## src/rtl/q_argmax.sv

```systemverilog
// Argmax over LANES signed scores, scanning one lane per cycle after the accept.
// The result is presented on a valid/ready handshake; completed handshakes are counted.
module q_argmax #(
    parameter int LANES = 10,
    parameter int W     = 16
) (
    input  logic               clk,
    input  logic               rst_n,
    input  logic               in_valid,
    input  logic [LANES*W-1:0] in_data,
    output logic               in_ready,
    output logic               out_valid,
    input  logic               out_ready,
    output logic [3:0]         out_class,
    output logic [W-1:0]       out_score,
    output logic [15:0]        out_count
);

    typedef enum logic [1:0] {IDLE, SCAN, DONE} state_t;

    localparam logic [3:0] LAST_IDX = 4'(LANES - 1);

    state_t              state_q;
    logic signed [W-1:0] lane_q [LANES];
    logic signed [W-1:0] bestScore_q;
    logic signed [W-1:0] bestScore_d;
    logic [3:0]          bestIdx_q;
    logic [3:0]          bestIdx_d;
    logic [3:0]          scanIdx_q;
    logic signed [W-1:0] laneScore;
    logic                outValid_q;
    logic [3:0]          outClass_q;
    logic [W-1:0]        outScore_q;
    logic [15:0]         outCount_q;

    // Strictly-greater replacement keeps the lower index on ties.
    always_comb begin
        laneScore   = lane_q[scanIdx_q];
        bestScore_d = bestScore_q;
        bestIdx_d   = bestIdx_q;
        if (laneScore > bestScore_q) begin
            bestScore_d = laneScore;
            bestIdx_d   = scanIdx_q;
        end
    end

    always_ff @(posedge clk or negedge rst_n) begin
        if (!rst_n) begin
            state_q     <= IDLE;
            for (int i = 0; i < LANES; i++) lane_q[i] <= '0;
            bestScore_q <= '0;
            bestIdx_q   <= '0;
            scanIdx_q   <= '0;
            outValid_q  <= 1'b0;
            outClass_q  <= '0;
            outScore_q  <= '0;
            outCount_q  <= '0;
        end else begin
            case (state_q)
                IDLE: begin
                    if (in_valid) begin
                        for (int i = 0; i < LANES; i++) lane_q[i] <= in_data[W*i +: W];
                        bestScore_q <= in_data[W-1:0];
                        bestIdx_q   <= '0;
                        scanIdx_q   <= 4'd1;
                        state_q     <= SCAN;
                    end
                end
                SCAN: begin
                    bestScore_q <= bestScore_d;
                    bestIdx_q   <= bestIdx_d;
                    if (scanIdx_q == LAST_IDX) begin
                        outValid_q <= 1'b1;
                        outClass_q <= bestIdx_d;
                        outScore_q <= bestScore_d;
                        state_q    <= DONE;
                    end else begin
                        scanIdx_q <= scanIdx_q + 4'd1;
                    end
                end
                DONE: begin
                    if (out_ready) begin
                        outValid_q <= 1'b0;
                        outCount_q <= outCount_q + 16'd1;
                        state_q    <= IDLE;
                    end
                end
                default: state_q <= IDLE;
            endcase
        end
    end

    assign in_ready  = (state_q == IDLE);
    assign out_valid = outValid_q;
    assign out_class = outClass_q;
    assign out_score = outScore_q;
    assign out_count = outCount_q;

endmodule

```

## config.mk

```make
export PLATFORM = sky130hd
export DESIGN_NAME = q_argmax
export DESIGN_NICKNAME = d
export VERILOG_FILES = /design/src/rtl/q_argmax.sv
export SDC_FILE = /design/constraint.sdc
export NUM_CORES = 1
export LEC_CHECK = 0
export BUFFER_PORTS_ARGS = -buffer_cell sky130_fd_sc_hd__buf_2
export CORE_ASPECT_RATIO = 2
export CORE_MARGIN = 10
export CORE_UTILIZATION = 60
export CTS_CLUSTER_SIZE = 40
export DETAILED_ROUTE_END_ITERATION = 8
export GPL_ROUTABILITY_DRIVEN = 0
export PLACE_DENSITY = 0.86
export SETUP_SLACK_MARGIN = 0.05
export SLEW_MARGIN = 20
export SYNTH_ARGS = -nofsm -noshare
export SYNTH_HDL_FRONTEND = slang
export SYNTH_SLANG_ARGS = --single-unit
```

## constraint.sdc

```tcl
create_clock -name clk -period 7.35 [get_ports clk]
set_input_delay 1.1025 -clock clk [delete_from_list [all_inputs] [get_ports clk]]
set_output_delay 1.1025 -clock clk [all_outputs]
set_load 0.005 [all_outputs]
```

# Word-level counts from Yosys, hierarchy flattened
# Index checks and enable logic that the tools add are counted.
# word_totals
reg_bits	223
input_bits	164
output_inout_bits	38
elab_cells	59
# classes
n_addsub	2
n_lt_le_gt_ge	2
n_eq_ne	7
muxes	19
bitwise_logic	1
reduce_logical	10
# op_table
cell	count
binary-select mux 16 bit (select 4 bit)	1
2-to-1 mux 16 bit	4
case mux 16 bit (2 select lines)	1
adder 16 x 1 -> 16 bit, second input constant	1
> comparator 16 bit	1
2-to-1 mux 4 bit	4
case mux 4 bit (2 select lines)	2
AND reduction 3 bit	3
!= test 2 bit, second input constant	4
AND reduction 2 bit	4
2-to-1 mux 2 bit	3
case mux 2 bit (3 select lines)	1
greater-or-equal comparator 5 bit, second input constant	1
inverter 4 -> 5 bit	1
adder 4 x 1 -> 4 bit, second input constant	1
== test 4 bit, second input constant	1
nonzero test 2 bit	2
== test 2 x 1 -> 1 bit, second input constant	1
== test 2 bit, second input constant	1
zero test 2 bit	1
2-to-1 mux 1 bit	2
case mux 1 bit (2 select lines)	1

# Longest topological paths before layout
# logic_depth
ltp_word	7
mapped_depth	15
ltp_nobuf	11

# Least setup slack after synthesis
# No wires, ideal clock.
# synth_path
kind	reg2reg
from	register scanIdx_q[0]
to	register outScore_q[14], in the netlist out_score[14]
setup_time_ns	0.134
t_arrival_ns	3.773
t_required_ns	7.216
setup_slack_ns	3.443
path_stages_with_launch	15
period_less_slack_ns	3.907
path_cell_list	dfrtp_1 > buf_2 > buf_2 > mux4_2 > a22oi_1 > o21ai_0 > ha_1 > a21o_1 > a21o_1 > a2111o_1 > or4_4 > buf_6 > buf_6 > a21oi_2 > o31ai_2
# synth_between
elab_chain_len	6
elab_cells_between_ends	8
# synth_lines
item	line_no	source
start, declared	29	logic [3:0] scanIdx_q;
start signal, assigned	78	scanIdx_q <= scanIdx_q + 4'd1;
inverter 4 -> 5 bit (not written as such)	38	laneScore = lane_q[scanIdx_q];
binary-select mux 16 bit (select 4 bit)	38	
2-to-1 mux 16 bit (not written as such) (2 in series)	38	
> comparator 16 bit	41	if (laneScore > bestScore_q) begin
2-to-1 mux 16 bit	41	
end signal, assigned	75	outScore_q <= bestScore_d;
end, declared	33	logic [W-1:0] outScore_q;
# Parallel ways exist; a longest one is shown, timed or not. The select of a mux whose other input is x is not followed.
# A chain may end at the register's enable or synchronous reset.

# Final worst setup path
# layout_path
from	register scanIdx_q[0]
to	register bestIdx_q[0]
# layout_between
elab_chain_len	7
# layout_lines
item	line_no	source
inverter 4 -> 5 bit (not written as such)	38	
binary-select mux 16 bit (select 4 bit)	38	
2-to-1 mux 16 bit (not written as such) (2 in series)	38	
> comparator 16 bit	41	
2-to-1 mux 4 bit *	41	
case mux 4 bit (2 select lines) *	59	case (state_q)
end signal, assigned	71	bestIdx_q <= bestIdx_d;
end, declared	27	logic [3:0] bestIdx_q;
# Every way passes the cells marked *; elsewhere a longest branch is shown, timed or not. The select of a mux whose other input is x is not followed.

==> impl_metrics.ini <==
[status]
status = finished, final reports clean

[clock_network]
clockRootBuffer = sky130_fd_sc_hd__clkbuf_16
cts_buffers = 20
max-clock-path-buffers = 3
clock_sink_count = 223
cts_tree = done
clock_insertion_delay_worst_skew_ns = 0.50
cts.reportedPaths.clkPinSlew_ns = 0.07
cts_resized = 0
cts_post_setup_buffers_inserted = 0
post_cts_hold_buffer_count = 0
cts.htree.levels = 1

[sta]
worst_slew_margin = 0.2584
max_freq_ghz = 0.1918
final.hold.worst_slack_ns = 0.4713
portion_of_the_clock_cycle_consumed_by_the_worst_path_in_the_final_layout = 0.7093
tmin_final_ns = 5.213
least_margin_pin_slew_ns = 1.112
worst_slack_ns = 2.137
finClkSkew_ns = 0.01046
report.final.setup_viol = 0
setup_repair_after_global_routing_missed_its_margin = no
final_max_slew_viol_count = 0
finalSetupTns_ns = 0
timing.final.hold_violations = 0

[setup_path]
critical-path-top-cell-by-count = sky130_fd_sc_hd__a21o_1
crit_arrival_ns = 5.63
setup.worst_path.class = reg2reg
path_max_fanout = 55
max_stage_delay_ns = 1.07
worstSetupStartpointType = register
cp_cell_sequence = mux4_2, a22oi_1, o21ai_0, ha_1, a21o_1, a21o_1, a2111o_1, or4_4, a21oi_2, mux2i_1
cpMaxStageDelayCell = sky130_fd_sc_hd__dfrtp_4
cp-end-kind = register
worst-endpoint-required_ns = 7.77

[synthesis]
most_instantiated_library_cell_after_synthesis = sky130_fd_sc_hd__nand2_1
synth_flop_cell = sky130_fd_sc_hd__dfrtp_1
synth.area.top_cells = sky130_fd_sc_hd__dfrtp_1 53%, sky130_fd_sc_hd__nand2_1 18%, sky130_fd_sc_hd__mux4_2 6.9%, sky130_fd_sc_hd__ha_1 2.3%, sky130_fd_sc_hd__mux2i_1 1.9%
synth-edff-count = 0
synthCells = 1111
synth.net_count = 1294
post_synth_num_cell_types = 45
ys_seq_elements = 223
synth.largest_area_cell = sky130_fd_sc_hd__dfrtp_1
post_synth_instance_area_um2 = 10500
seq_area_frac_synth = 0.5314
syn_avg_cell_area_um2 = 9.452
ys_top_cells_by_count = 516 x sky130_fd_sc_hd__nand2_1, 223 x sky130_fd_sc_hd__dfrtp_1, 43 x sky130_fd_sc_hd__clkbuf_1, 32 x sky130_fd_sc_hd__mux4_2, 23 x sky130_fd_sc_hd__inv_1
synth_top_area_frac = 0.5314
async_reset_ff_frac = 1.000
yosysWarningCount = 0

[drt]
drt-total-wl_mm = 30.40
detailedRoute.firstPassIterationCount = 6
post-route-drc-count = 0
wl_cell_um = 20.30
antenna_left = 0
detailedRoute.firstIterationViolations = 691
num_vias = 8755
avgViaCountPerCell = 5.848

[power_and_ir_drop]
p_sw_frac = 0.4388
power.share.combinational = 0.496
totalPowerFinal_mw = 6.436
clock_power_share = 0.165
power.sequential.fraction = 0.339
power.net_switching_mw = 2.824
power_per_cell_area_nw_per_um2 = 525.6
ir_drop_mv = 0.3045
power.leakage_nw = 6.454
cellInternalPower_mw = 3.612

[final_layout]
diodes = 0
areaGrowthSynthToFinish_pct = 16.61
multiInputGateArea_um2 = 4517
total_non_filler_cell_area_in_the_finished_layout_um2 = 12250
finish.net_count = 1457
register_area_um2 = 5584
final.fill_count = 1265
fraction_of_final_layout_cells_with_drive_strength_greater_than_1 = 0.2269

[die]
rows = 68
initial_utilization = 0.6080
dieHeight_um = 207.1
design.portCount = 202
die_area_um2 = 23510
fp.dieW_um = 113.5
core_area_um2 = 17270

[flow_run]
drv.max_cap_violation_count = 0

[place]
buffer_ports.inserted = 201
dp_hpwl_mm = 21.97
place_worst_setup_slack_ns = 2.245
detailed_place.area_um2 = 11550

[hold_path]
hold_class = reg2reg

[global_routing]
gr-total-overflow = 0
globalRouteTotalUtil = 0.2542
grt_max_degree = 142
global_route_wire_length_before_repair_mm = 48.03
initial_antenna_violation_count = 0
grt_pass1_vias = 9277
[metrics by stage]
step,cells,util
2_1_floorplan,1111,-
3_3_place_gp,1461,0.6686
3_5_place_dp,1461,0.6686
4_1_cts,1496,0.7072
5_1_grt,1497,0.7090
6_report,1497,0.7090
[flip-flops by register name, indices dropped and copies added (netlist names)]
name and flops:
lane_q 160, state_q 2, out_class 4, out_count 16, scanIdx_q 4, bestScore_q 16, out_valid 1, out_score 16
bestIdx_q 4
[power groups by stage]
| stage | Sequential [mW] | Clock, mW | Combinational, mW |
|---|---|---|---|
| detailed placement | 2.18 | 0 | 3.09 |
| finish | 2.18 | 1.06 | 3.19 |
| global route | 2.24 | 1.12 | 3.47 |
| CTS | 2.17 | 1.07 | 3.13 |
| floorplan | 1.99 | 0 | 2.46 |
| global placement | 2.15 | 0 | 2.97 |
[cell families (layout without fill, tap and decap cells)]
group,after synthesis,after routing,synth area share
AO/OA/AOI/OAI,122,122,0.08388
adder cells (fa/ha/maj),19,19,0.02264
multiplexers,53,53,0.08876
XOR/XNOR,17,17,0.01418
flip-flops,223,223,0.5314
AND/OR/NAND/NOR,582,582,0.2197
buffers and inverters,95,271,0.03944
[critical path, delay by kind of cell, from the launching register on]
kind	cells	cell delay, ns
AO/OA/AOI/OAI	6	2.13
flip-flops	1	1.07
adder cells (fa/ha/maj)	1	0.36
multiplexers	2	0.91
AND/OR/NAND/NOR	1	0.61
[worst paths after layout]
kind,slack (ns),startpoint,cells past startpoint,endpoint
worst max register to register,2.14,scanIdx_q[0]$_DFFE_PN0P_,10,bestIdx_q[0]$_DFFE_PN0P_
worst min-delay path,0.47,lane_q[98]$_DFFE_PN0P_,2,lane_q[98]$_DFFE_PN0P_
max in group asynchronous,5.53,rst_n,2,scanIdx_q[0]$_DFFE_PN0P_
min in group asynchronous,0.61,rst_n,1,out_score[4]$_DFFE_PN0P_
worst max-delay path,2.14,scanIdx_q[0]$_DFFE_PN0P_,10,bestIdx_q[0]$_DFFE_PN0P_
worst min register to register,0.47,lane_q[98]$_DFFE_PN0P_,2,lane_q[98]$_DFFE_PN0P_
[placed cells by master (no fill, tap or decap), types with 17 or more instances in the layout]
cell type / synthesis / final
sky130_fd_sc_hd__ha_1: 19 / 19
sky130_fd_sc_hd__o21ai_0: 21 / 21
sky130_fd_sc_hd__dfrtp_1: 223 / 222
sky130_fd_sc_hd__mux2i_1: 20 / 20
sky130_fd_sc_hd__mux4_2: 32 / 32
sky130_fd_sc_hd__inv_1: 23 / 23
sky130_fd_sc_hd__o211ai_1: 17 / 17
sky130_fd_sc_hd__nand2_1: 516 / 515
sky130_fd_sc_hd__clkbuf_16: 0 / 21
sky130_fd_sc_hd__buf_2: 10 / 200
sky130_fd_sc_hd__nor3_1: 19 / 19
[layer usage]
layer / track usage / wire length, um
met4: 0.1768 / 2382
met3: 0.05150 / 2059
met2: 0.4213 / 15450
met5: 0 / 0
met1: 0.2822 / 10510
[final cells by class]
| type | count | share of cell area |
|---|---|---|
| Tap cell | 210 | 0.02146 |
| Clock inverter | 2 | 0.002861 |
| Clock buffer | 33 | 0.05150 |
| Inverter | 23 | 0.007050 |
| Sequential cell | 223 | 0.4560 |
| Timing Repair Buffer | 213 | 0.09226 |
| Multi-Input combinational cell | 793 | 0.3689 |
Note: power is estimated with default switching activity, not from simulation.
